### config.mk
export PLATFORM = sky130hd
export DESIGN_NAME = pipe_hazard_ctrl_flat
export DESIGN_NICKNAME = d
export VERILOG_FILES = /design/src/rtl/y86_pkg.sv /design/src/rtl/pipe_hazard_ctrl_if.sv /design/src/rtl/pipe_hazard_ctrl_sat_counter.sv /design/src/rtl/pipe_hazard_ctrl.sv /design/src/flat_wrapper.sv
export SDC_FILE = /design/constraint.sdc
export NUM_CORES = 1
export LEC_CHECK = 0
export BUFFER_PORTS_ARGS = -buffer_cell sky130_fd_sc_hd__clkbuf_2
export CORE_ASPECT_RATIO = 1.4
export CORE_UTILIZATION = 45
export DETAILED_ROUTE_END_ITERATION = 10
export GPL_TIMING_DRIVEN = 0
export PLACE_DENSITY = 0.76
export SLEW_MARGIN = 30
export SYNTH_ARGS = -nofsm -noshare
export SYNTH_HDL_FRONTEND = slang
export SYNTH_SLANG_ARGS = --single-unit
### constraint.sdc
create_clock -name clk -period 4.7 [get_ports clk]
set_input_delay 0.705 -clock clk [delete_from_list [all_inputs] [get_ports clk]]
set_output_delay 0.705 -clock clk [all_outputs]
set_load 0.05 [all_outputs]
### src/rtl/y86_pkg.sv
// Shared Y86-64 pipeline constants, controller state encoding and the control bundle.
package y86_pkg;

  localparam logic [3:0] I_HALT   = 4'h0;
  localparam logic [3:0] I_NOP    = 4'h1;
  localparam logic [3:0] I_RRMOVQ = 4'h2;
  localparam logic [3:0] I_IRMOVQ = 4'h3;
  localparam logic [3:0] I_RMMOVQ = 4'h4;
  localparam logic [3:0] I_MRMOVQ = 4'h5;
  localparam logic [3:0] I_OPQ    = 4'h6;
  localparam logic [3:0] I_JXX    = 4'h7;
  localparam logic [3:0] I_CALL   = 4'h8;
  localparam logic [3:0] I_RET    = 4'h9;
  localparam logic [3:0] I_PUSHQ  = 4'hA;
  localparam logic [3:0] I_POPQ   = 4'hB;

  localparam logic [3:0] S_AOK = 4'h1;
  localparam logic [3:0] S_HLT = 4'h2;
  localparam logic [3:0] S_ADR = 4'h3;
  localparam logic [3:0] S_INS = 4'h4;

  localparam logic [3:0] RNONE = 4'hF;

  // Wide enough for RET_BUBBLES up to 7.
  localparam int unsigned RET_CNT_W = 3;

  typedef enum logic [1:0] {
    ST_RUN    = 2'd0,
    ST_RET    = 2'd1,
    ST_DRAIN  = 2'd2,
    ST_HALTED = 2'd3
  } ctrl_state_e;

  typedef struct packed {
    logic f_stall;
    logic d_stall;
    logic d_bubble;
    logic e_bubble;
    logic m_bubble;
    logic w_stall;
  } pipe_ctl_t;

endpackage

### src/rtl/pipe_hazard_ctrl_if.sv
// Hazard controller bus: pipeline status in, stage stall/bubble controls and debug counters out.
interface pipe_hazard_ctrl_if #(
  parameter int unsigned CNT_W = 32
);
  logic [3:0]       D_iCode;
  logic [3:0]       E_iCode;
  logic [3:0]       d_srcA;
  logic [3:0]       d_srcB;
  logic [3:0]       E_destM;
  logic             e_Cnd;
  logic [3:0]       m_stat;
  logic [3:0]       W_stat;
  logic             F_stall;
  logic             D_stall;
  logic             D_bubble;
  logic             E_bubble;
  logic             M_bubble;
  logic             W_stall;
  logic             set_cc;
  logic [1:0]       ctrl_state;
  logic             halted;
  logic [CNT_W-1:0] luse_cnt;
  logic [CNT_W-1:0] mispred_cnt;
  logic [CNT_W-1:0] ret_cnt;

  modport master (
    output D_iCode, E_iCode, d_srcA, d_srcB, E_destM, e_Cnd, m_stat, W_stat,
    input  F_stall, D_stall, D_bubble, E_bubble, M_bubble, W_stall, set_cc,
    input  ctrl_state, halted, luse_cnt, mispred_cnt, ret_cnt
  );

  modport slave (
    input  D_iCode, E_iCode, d_srcA, d_srcB, E_destM, e_Cnd, m_stat, W_stat,
    output F_stall, D_stall, D_bubble, E_bubble, M_bubble, W_stall, set_cc,
    output ctrl_state, halted, luse_cnt, mispred_cnt, ret_cnt
  );
endinterface

### src/rtl/pipe_hazard_ctrl_sat_counter.sv
// Saturating event counter with synchronous active-low clear; holds at all-ones.
module sat_counter #(
  parameter int unsigned W = 32
) (
  input  logic         clk,
  input  logic         rst_n,
  input  logic         inc,
  output logic [W-1:0] count
);

  logic [W-1:0] count_q;
  logic [W-1:0] count_d;

  always_comb begin
    count_d = count_q;
    if (inc && (count_q != {W{1'b1}})) begin
      count_d = count_q + W'(1);
    end
  end

  always_ff @(posedge clk) begin
    if (!rst_n) begin
      count_q <= '0;
    end else begin
      count_q <= count_d;
    end
  end

  assign count = count_q;

endmodule

### src/rtl/pipe_hazard_ctrl.sv
// Y86-64 hazard/flush controller: ret tracked by FSM + down-counter, exceptions drain then halt.
module pipe_hazard_ctrl
  import y86_pkg::*;
#(
  parameter int unsigned CNT_W       = 32,
  parameter int unsigned RET_BUBBLES = 3
) (
  input  logic                clk,
  input  logic                rst_n,
  pipe_hazard_ctrl_if.slave   bus
);

  localparam pipe_ctl_t CTL_NONE    = '{default: 1'b0};
  localparam pipe_ctl_t CTL_RST     = '{f_stall: 1'b0, d_stall: 1'b0, d_bubble: 1'b1,
                                        e_bubble: 1'b1, m_bubble: 1'b1, w_stall: 1'b0};
  localparam pipe_ctl_t CTL_HALT    = '{f_stall: 1'b1, d_stall: 1'b0, d_bubble: 1'b1,
                                        e_bubble: 1'b1, m_bubble: 1'b1, w_stall: 1'b1};
  localparam pipe_ctl_t CTL_DRAIN   = '{f_stall: 1'b1, d_stall: 1'b0, d_bubble: 1'b1,
                                        e_bubble: 1'b1, m_bubble: 1'b1, w_stall: 1'b0};
  localparam pipe_ctl_t CTL_MISPRED = '{f_stall: 1'b0, d_stall: 1'b0, d_bubble: 1'b1,
                                        e_bubble: 1'b1, m_bubble: 1'b0, w_stall: 1'b0};
  localparam pipe_ctl_t CTL_LUSE    = '{f_stall: 1'b1, d_stall: 1'b1, d_bubble: 1'b0,
                                        e_bubble: 1'b1, m_bubble: 1'b0, w_stall: 1'b0};
  localparam pipe_ctl_t CTL_RETB    = '{f_stall: 1'b1, d_stall: 1'b0, d_bubble: 1'b1,
                                        e_bubble: 1'b0, m_bubble: 1'b0, w_stall: 1'b0};

  localparam logic [RET_CNT_W-1:0] RET_LOAD = RET_CNT_W'(RET_BUBBLES - 1);

  ctrl_state_e            state_q, state_d;
  logic [RET_CNT_W-1:0]   ret_left_q, ret_left_d;
  pipe_ctl_t              ctl;
  logic                   set_cc_c;
  logic                   luse, mispred, dret, mexc, wexc;
  logic                   luse_inc, mispred_inc, ret_inc;

  // Raw hazard conditions from the current stage contents.
  always_comb begin
    luse    = ((bus.E_iCode == I_MRMOVQ) || (bus.E_iCode == I_POPQ)) &&
              (bus.E_destM != RNONE) &&
              ((bus.E_destM == bus.d_srcA) || (bus.E_destM == bus.d_srcB));
    mispred = (bus.E_iCode == I_JXX) && !bus.e_Cnd;
    dret    = (bus.D_iCode == I_RET);
    mexc    = (bus.m_stat != S_AOK);
    wexc    = (bus.W_stat != S_AOK);
  end

  // Next state, ret countdown, same-cycle pipeline controls and counter events.
  always_comb begin
    state_d     = state_q;
    ret_left_d  = ret_left_q;
    ctl         = CTL_NONE;
    luse_inc    = 1'b0;
    mispred_inc = 1'b0;
    ret_inc     = 1'b0;

    unique case (state_q)
      ST_RUN: begin
        if (wexc) begin
          ctl     = CTL_HALT;
          state_d = ST_HALTED;
        end else if (mexc) begin
          ctl     = CTL_DRAIN;
          state_d = ST_DRAIN;
        end else if (mispred) begin
          // A ret sitting in D here is on the wrong path and gets squashed.
          ctl         = CTL_MISPRED;
          mispred_inc = 1'b1;
        end else if (luse) begin
          // Hold D so a pending ret is re-evaluated once the load clears.
          ctl      = CTL_LUSE;
          luse_inc = 1'b1;
        end else if (dret) begin
          ctl        = CTL_RETB;
          ret_inc    = 1'b1;
          state_d    = ST_RET;
          ret_left_d = RET_LOAD;
        end
      end
      ST_RET: begin
        if (wexc) begin
          ctl     = CTL_HALT;
          state_d = ST_HALTED;
        end else if (mexc) begin
          ctl     = CTL_DRAIN;
          state_d = ST_DRAIN;
        end else begin
          ctl        = CTL_RETB;
          ret_inc    = 1'b1;
          ret_left_d = ret_left_q - RET_CNT_W'(1);
          if (ret_left_q == RET_CNT_W'(1)) begin
            state_d = ST_RUN;
          end
        end
      end
      ST_DRAIN: begin
        ctl = CTL_DRAIN;
        if (wexc) begin
          state_d = ST_HALTED;
        end
      end
      ST_HALTED: begin
        ctl = CTL_HALT;
      end
    endcase

    set_cc_c = (bus.E_iCode == I_OPQ) && !mexc && !wexc &&
               ((state_q == ST_RUN) || (state_q == ST_RET));

    if (!rst_n) begin
      ctl      = CTL_RST;
      set_cc_c = 1'b0;
    end
  end

  always_ff @(posedge clk) begin
    if (!rst_n) begin
      state_q    <= ST_RUN;
      ret_left_q <= '0;
    end else begin
      state_q    <= state_d;
      ret_left_q <= ret_left_d;
    end
  end

  sat_counter #(.W(CNT_W)) u_luse_cnt (
    .clk   (clk),
    .rst_n (rst_n),
    .inc   (luse_inc),
    .count (bus.luse_cnt)
  );

  sat_counter #(.W(CNT_W)) u_mispred_cnt (
    .clk   (clk),
    .rst_n (rst_n),
    .inc   (mispred_inc),
    .count (bus.mispred_cnt)
  );

  sat_counter #(.W(CNT_W)) u_ret_cnt (
    .clk   (clk),
    .rst_n (rst_n),
    .inc   (ret_inc),
    .count (bus.ret_cnt)
  );

  assign bus.F_stall    = ctl.f_stall;
  assign bus.D_stall    = ctl.d_stall;
  assign bus.D_bubble   = ctl.d_bubble;
  assign bus.E_bubble   = ctl.e_bubble;
  assign bus.M_bubble   = ctl.m_bubble;
  assign bus.W_stall    = ctl.w_stall;
  assign bus.set_cc     = set_cc_c;
  assign bus.ctrl_state = state_q;
  assign bus.halted     = (state_q == ST_HALTED);

endmodule

### src/flat_wrapper.sv
// flat-port wrapper written by rule: the top's interface ports become plain ports
module pipe_hazard_ctrl_flat import y86_pkg::*;
#(
  parameter int unsigned CNT_W       = 32,
  parameter int unsigned RET_BUBBLES = 3
)
  (clk, rst_n, bus_D_iCode, bus_E_iCode, bus_d_srcA, bus_d_srcB, bus_E_destM, bus_e_Cnd, bus_m_stat, bus_W_stat, bus_F_stall, bus_D_stall, bus_D_bubble, bus_E_bubble, bus_M_bubble, bus_W_stall, bus_set_cc, bus_ctrl_state, bus_halted, bus_luse_cnt, bus_mispred_cnt, bus_ret_cnt);
  pipe_hazard_ctrl_if #(.CNT_W(CNT_W)) bus_i ();
  input  logic clk;
  input  logic rst_n;
  input wire logic [$bits(bus_i.D_iCode)-1:0] bus_D_iCode;
  input wire logic [$bits(bus_i.E_iCode)-1:0] bus_E_iCode;
  input wire logic [$bits(bus_i.d_srcA)-1:0] bus_d_srcA;
  input wire logic [$bits(bus_i.d_srcB)-1:0] bus_d_srcB;
  input wire logic [$bits(bus_i.E_destM)-1:0] bus_E_destM;
  input wire logic [$bits(bus_i.e_Cnd)-1:0] bus_e_Cnd;
  input wire logic [$bits(bus_i.m_stat)-1:0] bus_m_stat;
  input wire logic [$bits(bus_i.W_stat)-1:0] bus_W_stat;
  output wire logic [$bits(bus_i.F_stall)-1:0] bus_F_stall;
  output wire logic [$bits(bus_i.D_stall)-1:0] bus_D_stall;
  output wire logic [$bits(bus_i.D_bubble)-1:0] bus_D_bubble;
  output wire logic [$bits(bus_i.E_bubble)-1:0] bus_E_bubble;
  output wire logic [$bits(bus_i.M_bubble)-1:0] bus_M_bubble;
  output wire logic [$bits(bus_i.W_stall)-1:0] bus_W_stall;
  output wire logic [$bits(bus_i.set_cc)-1:0] bus_set_cc;
  output wire logic [$bits(bus_i.ctrl_state)-1:0] bus_ctrl_state;
  output wire logic [$bits(bus_i.halted)-1:0] bus_halted;
  output wire logic [$bits(bus_i.luse_cnt)-1:0] bus_luse_cnt;
  output wire logic [$bits(bus_i.mispred_cnt)-1:0] bus_mispred_cnt;
  output wire logic [$bits(bus_i.ret_cnt)-1:0] bus_ret_cnt;
  assign bus_i.D_iCode = bus_D_iCode;
  assign bus_i.E_iCode = bus_E_iCode;
  assign bus_i.d_srcA = bus_d_srcA;
  assign bus_i.d_srcB = bus_d_srcB;
  assign bus_i.E_destM = bus_E_destM;
  assign bus_i.e_Cnd = bus_e_Cnd;
  assign bus_i.m_stat = bus_m_stat;
  assign bus_i.W_stat = bus_W_stat;
  assign bus_F_stall = bus_i.F_stall;
  assign bus_D_stall = bus_i.D_stall;
  assign bus_D_bubble = bus_i.D_bubble;
  assign bus_E_bubble = bus_i.E_bubble;
  assign bus_M_bubble = bus_i.M_bubble;
  assign bus_W_stall = bus_i.W_stall;
  assign bus_set_cc = bus_i.set_cc;
  assign bus_ctrl_state = bus_i.ctrl_state;
  assign bus_halted = bus_i.halted;
  assign bus_luse_cnt = bus_i.luse_cnt;
  assign bus_mispred_cnt = bus_i.mispred_cnt;
  assign bus_ret_cnt = bus_i.ret_cnt;
  pipe_hazard_ctrl #(.CNT_W(CNT_W), .RET_BUBBLES(RET_BUBBLES)) u_core (.clk(clk), .rst_n(rst_n), .bus(bus_i));
endmodule
==> flow_summary.yaml, run 1 <==
synth:
  synth_mux_area_share_pct: 3.013
  synthAdderAreaFrac_pct: 1.994
  yosys_register_bits: 101
  synthSimpleGateAreaFrac_pct: 35.80
  synth_area_leaders: "dfxtp_1 36%, nand2_1 4.6%, nand4_1 4.0%"
  synth_edf_count: 0
  synth_compound_area_share_pct: 15.22
  synth_warnings: 0
  synth.cell_area_um2: 5648
  ys_async_sr_fraction_pct: 0
  synth_flop_cell: "dfxtp_1"
  synth_top_family_by_area: "simple AND/OR/NAND/NOR gates"
  synth_common_cells: "101 x dfxtp_1, 69 x nand2_1, 39 x nor2_1, 38 x a21oi_1, 36 x nand4_1"
  yosysSeqAreaShare_pct: 35.80
  yosysTopAreaCell: "dfxtp_1"
  synth_nets: 724
  synth_top_area_share_pct: 35.80
  synthXorXnorAreaFrac_pct: 4.807
  synthCells: 684
  yosysMostFrequentCell: "dfxtp_1"
  synth.avg_cell_area_um2: 8.257
  synth_cell_type_count: 61
worst_setup_path:
  crit_required_ns: 3.99
  cp-start-kind: "input pin"
  r2r_cells: 7
  crit_end: "bus_D_bubble"
  r2r_end: "u_core.u_ret_cnt.count[22]"
  worst_setup_path_end_kind: "output pin"
  startpoint: "rst_n"
  path_class: "input pin to output pin"
  crit_path_max_fanout: 10
  rrSetupSlack_ns: 2.08
  r2r_start: "u_core.u_ret_cnt.count[1]"
  worstPathArrival_ns: 2.84
job:
  max_cap_viol_count: 0
clocking:
  cts_setup_buffers: 0
  cts.path.max_buffers: 2
  cts_hold_buf: 0
  path_clk_slew_ns: 0.06
  cts.sinks: 101
  cts_root_buf: "clkbuf_16"
  cts_tree: "done"
  ctsResizeCount: 0
  insertion_delay_ns: 0.35
  numCtsBuffers: 9
  htree_levels: 3
layout:
  nets: 871
  final-seq-area_um2: 2022
  syn2layout_area_growth_pct: 20.20
  n_antenna_cell: 0
  final.fill_count: 1226
  multi_input_area_um2: 3436
  drive_gt1_share_pct: 21.17
sta:
  setup_viol: 0
  fmax_mhz: 282.4
  rsz0062_at_grt: "false"
  finalHoldViolCount: 0
  fin_tns_setup_ns: 0
  relSlewSlack_pct: 54.03
  report.final.slew_viol_count: 0
  worst_slew_pin_slew_ns: 0.6896
  clock_skew_ns: 0.005977
  fin_crit_ns: 3.541
  fin_crit_sh_pct: 75.34
  whs_ns: 0.4902
pwr:
  vdd_ir_drop_max_uv: 191.6
  power.density_nw_per_um2: 271.1
  power_leakage_nw: 2.481
routing:
  vias: 5824
  ant_nets: 0
  route.detailed.drc: 0
  drtIter0Drc: 303
  vias_per_cell: 5.907
  post_drt_wl_per_cell_um: 16.20
  wl_mm: 15.97
  drtPass1Iterations: 5
floorplanning:
  initial_core_util_pct: 45.87
  die_y_um: 134.6
  die_area_um2: 13010
  rows: 48
  io_pins: 137
  die_w_um: 96.69
  core_area_um2: 12310
grt:
  grt_util_met2_pct: 43.08
  globalRouteMet1Util_pct: 28.24
  gr-usage-all-layers_pct: 24.12
  grt_remaining_overflow: 0
  antenna_found_initial: 0
  grt_first_pass_wirelength_mm: 25.69
  grt_max_degree: 15
  grt_busiest_layer: "met2"
  grt_pass1_vias: 5305
  grt_util_met3_pct: 5.072
placement:
  gp_congestion: 0.8727
  portBuffers: 136
  hpwl_mm: 12.12
hold_path:
  worst_hold_path_type: "flip-flop to flip-flop"
  min_from: "u_core.u_luse_cnt.count[24]"
status:
  status: "finished clean"
==> routing by layer <==
layer	share of wire (%)	vias up
li1	-	2880
met5	0	-
met3	5.5	18
met2	52	153
met4	1.8	0
met1	41	2773
==> per-stage QoR <==
step	setup slack, ns	utilization, %	instances	cell area, um^2	total power, W
global route	1.027	55.14	986	6789	0.001917
CTS	1.101	55.14	986	6789	0.001858
detailed placement	1.096	52.93	970	6516	0.001157
global placement	1.144	52.93	970	6516	0.001154
finish	1.159	55.14	986	6789	0.001840
floorplan	1.329	-	684	5648	0.001087
==> area by class of cell <==
class / count / share of cell area [%]
well taps: 150 / 2.764
flip-flops and latches: 101 / 29.78
inverters: 8 / 0.4423
clock inverters: 1 / 0.07372
clock buffers: 15 / 3.944
plain buffers: 36 / 2.359
multi-input cells: 539 / 50.61
repair buffers: 136 / 10.03
==> kinds of logic after synthesis <==
kind of cell / after synthesis
xor+xnor: 31
simple gates: 349
fa+ha+maj: 9
buf+inv: 44
mux: 17
compound gates: 133
flops: 101
==> placed cells by master (no fill, tap or decap), types with 3 or more instances in the layout <==
cell	count
clkbuf_2	136
dfxtp_1	101
nand2_1	69
nor2_1	39
a21oi_1	38
nand4_1	36
nand3_1	33
clkbuf_1	32
or3_1	28
nand2b_1	27
o31ai_1	26
nor4_1	23
o21ai_0	21
or4_1	20
mux2i_1	17
and3_1	16
xor2_1	16
xnor2_1	15
nor3_1	13
and4_1	11
o211ai_1	11
o21ai_1	10
ha_1	9
clkbuf_16	9
inv_1	7
buf_2	5
nand3b_1	5
and2_1	5
o21a_1	4
a21oi_2	4
o31a_1	3
nor2b_1	3
o311ai_0	3
==> state kept, by name, indices dropped and copies added, names as in the netlist <==
name and count:
u_core.bus.ctrl_state 2, u_core.u_luse_cnt.count 32, u_core.u_mispred_cnt.count 32, u_core.u_ret_cnt.count 32, u_core.ret_left_q 3
==> worst min path at each step <==
stage                                        endpoint  slack, ns  cells past startpoint
after floorplan                  u_core.ret_left_q[1]       0.48                      2
final                     u_core.u_luse_cnt.count[24]       0.49                      2
after CTS                 u_core.u_luse_cnt.count[20]       0.49                      2
after global routing      u_core.u_luse_cnt.count[20]       0.51                      2
after global placement    u_core.u_luse_cnt.count[20]       0.47                      2
after detailed placement  u_core.u_luse_cnt.count[20]       0.48                      2
==> worst max-delay path, cell delays in order <==
cell and delay (ns):
clkbuf_2 0.11, clkbuf_1 0.40, clkbuf_1 0.54, clkbuf_1 0.52, o2111ai_1 0.25, clkbuf_2 0.30
==> where the power goes <==
part / leakage (nW) / total (W) / internal (W) / switching (W)
Clock: 0.134 / 0.000704 / 0.000389 / 0.000315
Sequential: 0.814 / 0.000876 / 0.000864 / 0.0000124
Combinational: 1.53 / 0.000260 / 0.0000795 / 0.000181
Total: 2.48 / 0.00184 / 0.00133 / 0.000508
No activity file was read; power rests on OpenSTA's default activity.
==> inputs of run 2 (changes only) <==
- PLACE_DENSITY: 0.76 -> 0.79
- clock period: 4.7 -> 2.8 ns (I/O delays scaled with it)
==> flow_summary.yaml, run 2 (synthesis results as in run 1) <==
status:
  status: "finished clean"
floorplanning:
  die_area_um2: 13010
  rows: 48
  io_pins: 137
  initial_core_util_pct: 45.87
  core_area_um2: 12310
  die_w_um: 96.69
  die_y_um: 134.6
sta:
  fmax_mhz: 387.0
  report.final.slew_viol_count: 0
  setup_viol: 0
  rsz0062_at_grt: "false"
  finalHoldViolCount: 0
  worst_slew_pin_slew_ns: 0.8047
  clock_skew_ns: 0.007353
  whs_ns: 0.4819
  fin_crit_sh_pct: 92.28
  relSlewSlack_pct: 45.62
  fin_crit_ns: 2.584
pwr:
  p_sw_share_pct: 27.49
  power_w: 0.003206
  p_clk_share_pct: 40.2
  power_leakage_nw: 2.515
  intPower_w: 0.002325
  power.density_nw_per_um2: 468.2
  vdd_ir_drop_max_uv: 354.8
  seq_power_share_pct: 45.9
  comb_power_share_pct: 14.0
  p_sw_w: 0.0008814
grt:
  gr-usage-all-layers_pct: 25.37
  grt_first_pass_wirelength_mm: 27.04
  antenna_found_initial: 0
  grt_remaining_overflow: 0
  grt_pass1_vias: 5603
  grt_max_degree: 16
layout:
  drive_gt1_share_pct: 22.34
  nets: 873
  n_antenna_cell: 0
  syn2layout_area_growth_pct: 21.25
  final.fill_count: 1181
  layout_common_cells: "140 x clkbuf_2, 101 x dfxtp_1, 69 x nand2_1"
  layout.cells.non_filler: 987
  final_common_cell: "clkbuf_2"
hold_path:
  worst_hold_path_type: "flip-flop to flip-flop"
  hold_path_depth: 2
worst_setup_path:
  cp_cell_sequence: "ha_1, nand2_1, or4_4, or4_1, buf_6, nand4_1, or3_1, a21oi_2"
  cpMaxStageDelayCell: "or4_4"
  worst_setup_path_end_kind: "flip-flop"
  path_class: "flip-flop to flip-flop"
  worstPathArrival_ns: 2.81
  cp-start-kind: "flip-flop"
  rrSetupSlack_ns: 0.22
  crit_path_max_fanout: 10
  r2r_cells: 8
  crit_required_ns: 3.02
  max_stage_delay_ns: 0.59
routing:
  vias: 6000
  route.met2.wl_mm: 8.574
  vias_per_cell: 6.079
  wl_mm: 16.77
  post_drt_wl_per_cell_um: 16.99
  drtIter0Drc: 345
  met3_length_mm: 1.075
  drt-met1-wl_mm: 6.668
  route.detailed.drc: 0
  top_layer: "met4"
  ant_nets: 0
  drtPass1Iterations: 5
clocking:
  insertion_delay_ns: 0.35
  cts.sinks: 101
  cts_hold_buf: 0
  cts.path.max_buffers: 2
  numCtsBuffers: 9
  path_clk_slew_ns: 0.07
  cts_root_buf: "clkbuf_16"
  htree_levels: 3
  cts_tree: "done"
placement:
  hpwl_mm: 12.38
  portBuffers: 136
  gp_congestion: 0.8934
  placedCellCount: 970
job:
  max_cap_viol_count: 0
## run 2: changes by cell type in the layout (fill, tap and decap cells not counted), moves of 2 or more
cell	before	now
clkbuf_1	32	24
o21ai_1	10	12
clkbuf_2	136	140
clkinvlp_4	0	2
buf_4	1	4
o21ai_0	21	19
## run 2: per-stage QoR
step | TNS [ns] | area [um^2] | worst slack, ns | utilization (%)
finish | 0 | 6848 | 0.2161 | 55.62
global route | 0 | 6848 | 0.004862 | 55.62
CTS | 0 | 6825 | 0.01313 | 55.44
detailed placement | -1.279 | 6521 | -0.1474 | 52.97
global placement | -0.5197 | 6521 | -0.1584 | 52.97
floorplan | 0 | 5653 | 0.05257 | -
## run 2: power groups by stage
stage	clock network, W	logic (W)	registers, W
2_1_floorplan	0	0.000280	0.00155
3_3_place_gp	0	0.000436	0.00150
3_5_place_dp	0	0.000441	0.00150
4_1_cts	0.00130	0.000444	0.00147
5_1_grt	0.00135	0.000486	0.00147
6_report	0.00129	0.000448	0.00147
## run 2: metal layers
layer  vias up  track usage [%]
li1       2881                -
met4         0            10.28
met1      2859            28.68
met2       220            46.32
met3        40            5.176
met5         -                0
## run 2: final timing paths
| check | startpoint | end |
|---|---|---|
| worst min register to register | u_core.u_luse_cnt.count[20] | u_core.u_luse_cnt.count[20] |
| worst max register to register | u_core.u_ret_cnt.count[0] | u_core.u_ret_cnt.count[15] |
| worst max-delay path | u_core.u_ret_cnt.count[0] | u_core.u_ret_cnt.count[15] |
| worst min-delay path | u_core.u_luse_cnt.count[20] | u_core.u_luse_cnt.count[20] |
## run 2: layout make-up
type / count / area, um^2 / share of cell area (%)
inverter: 8 / 30.03 / 0.4385
multi-input combinational: 539 / 3442 / 50.26
tap: 150 / 187.7 / 2.741
clock inverter: 3 / 45.04 / 0.6578
sequential: 101 / 2022 / 29.53
timing repair buffer: 139 / 703.2 / 10.27
buffer: 35 / 161.4 / 2.357
clock buffer: 12 / 256.5 / 3.746
## run 2: repair_timing
item	CTS	global route
pin swaps	0	1
setup buffers	0	3
resized for setup	2	5
setup endpoints to repair	4	10
## run 2: critical path: cells and delay by family (launching register included)
family	cells	cell delay, ns
compound gates	1	0.05
fa+ha+maj	1	0.27
buf+inv	1	0.17
flops	1	0.45
simple gates	5	1.51
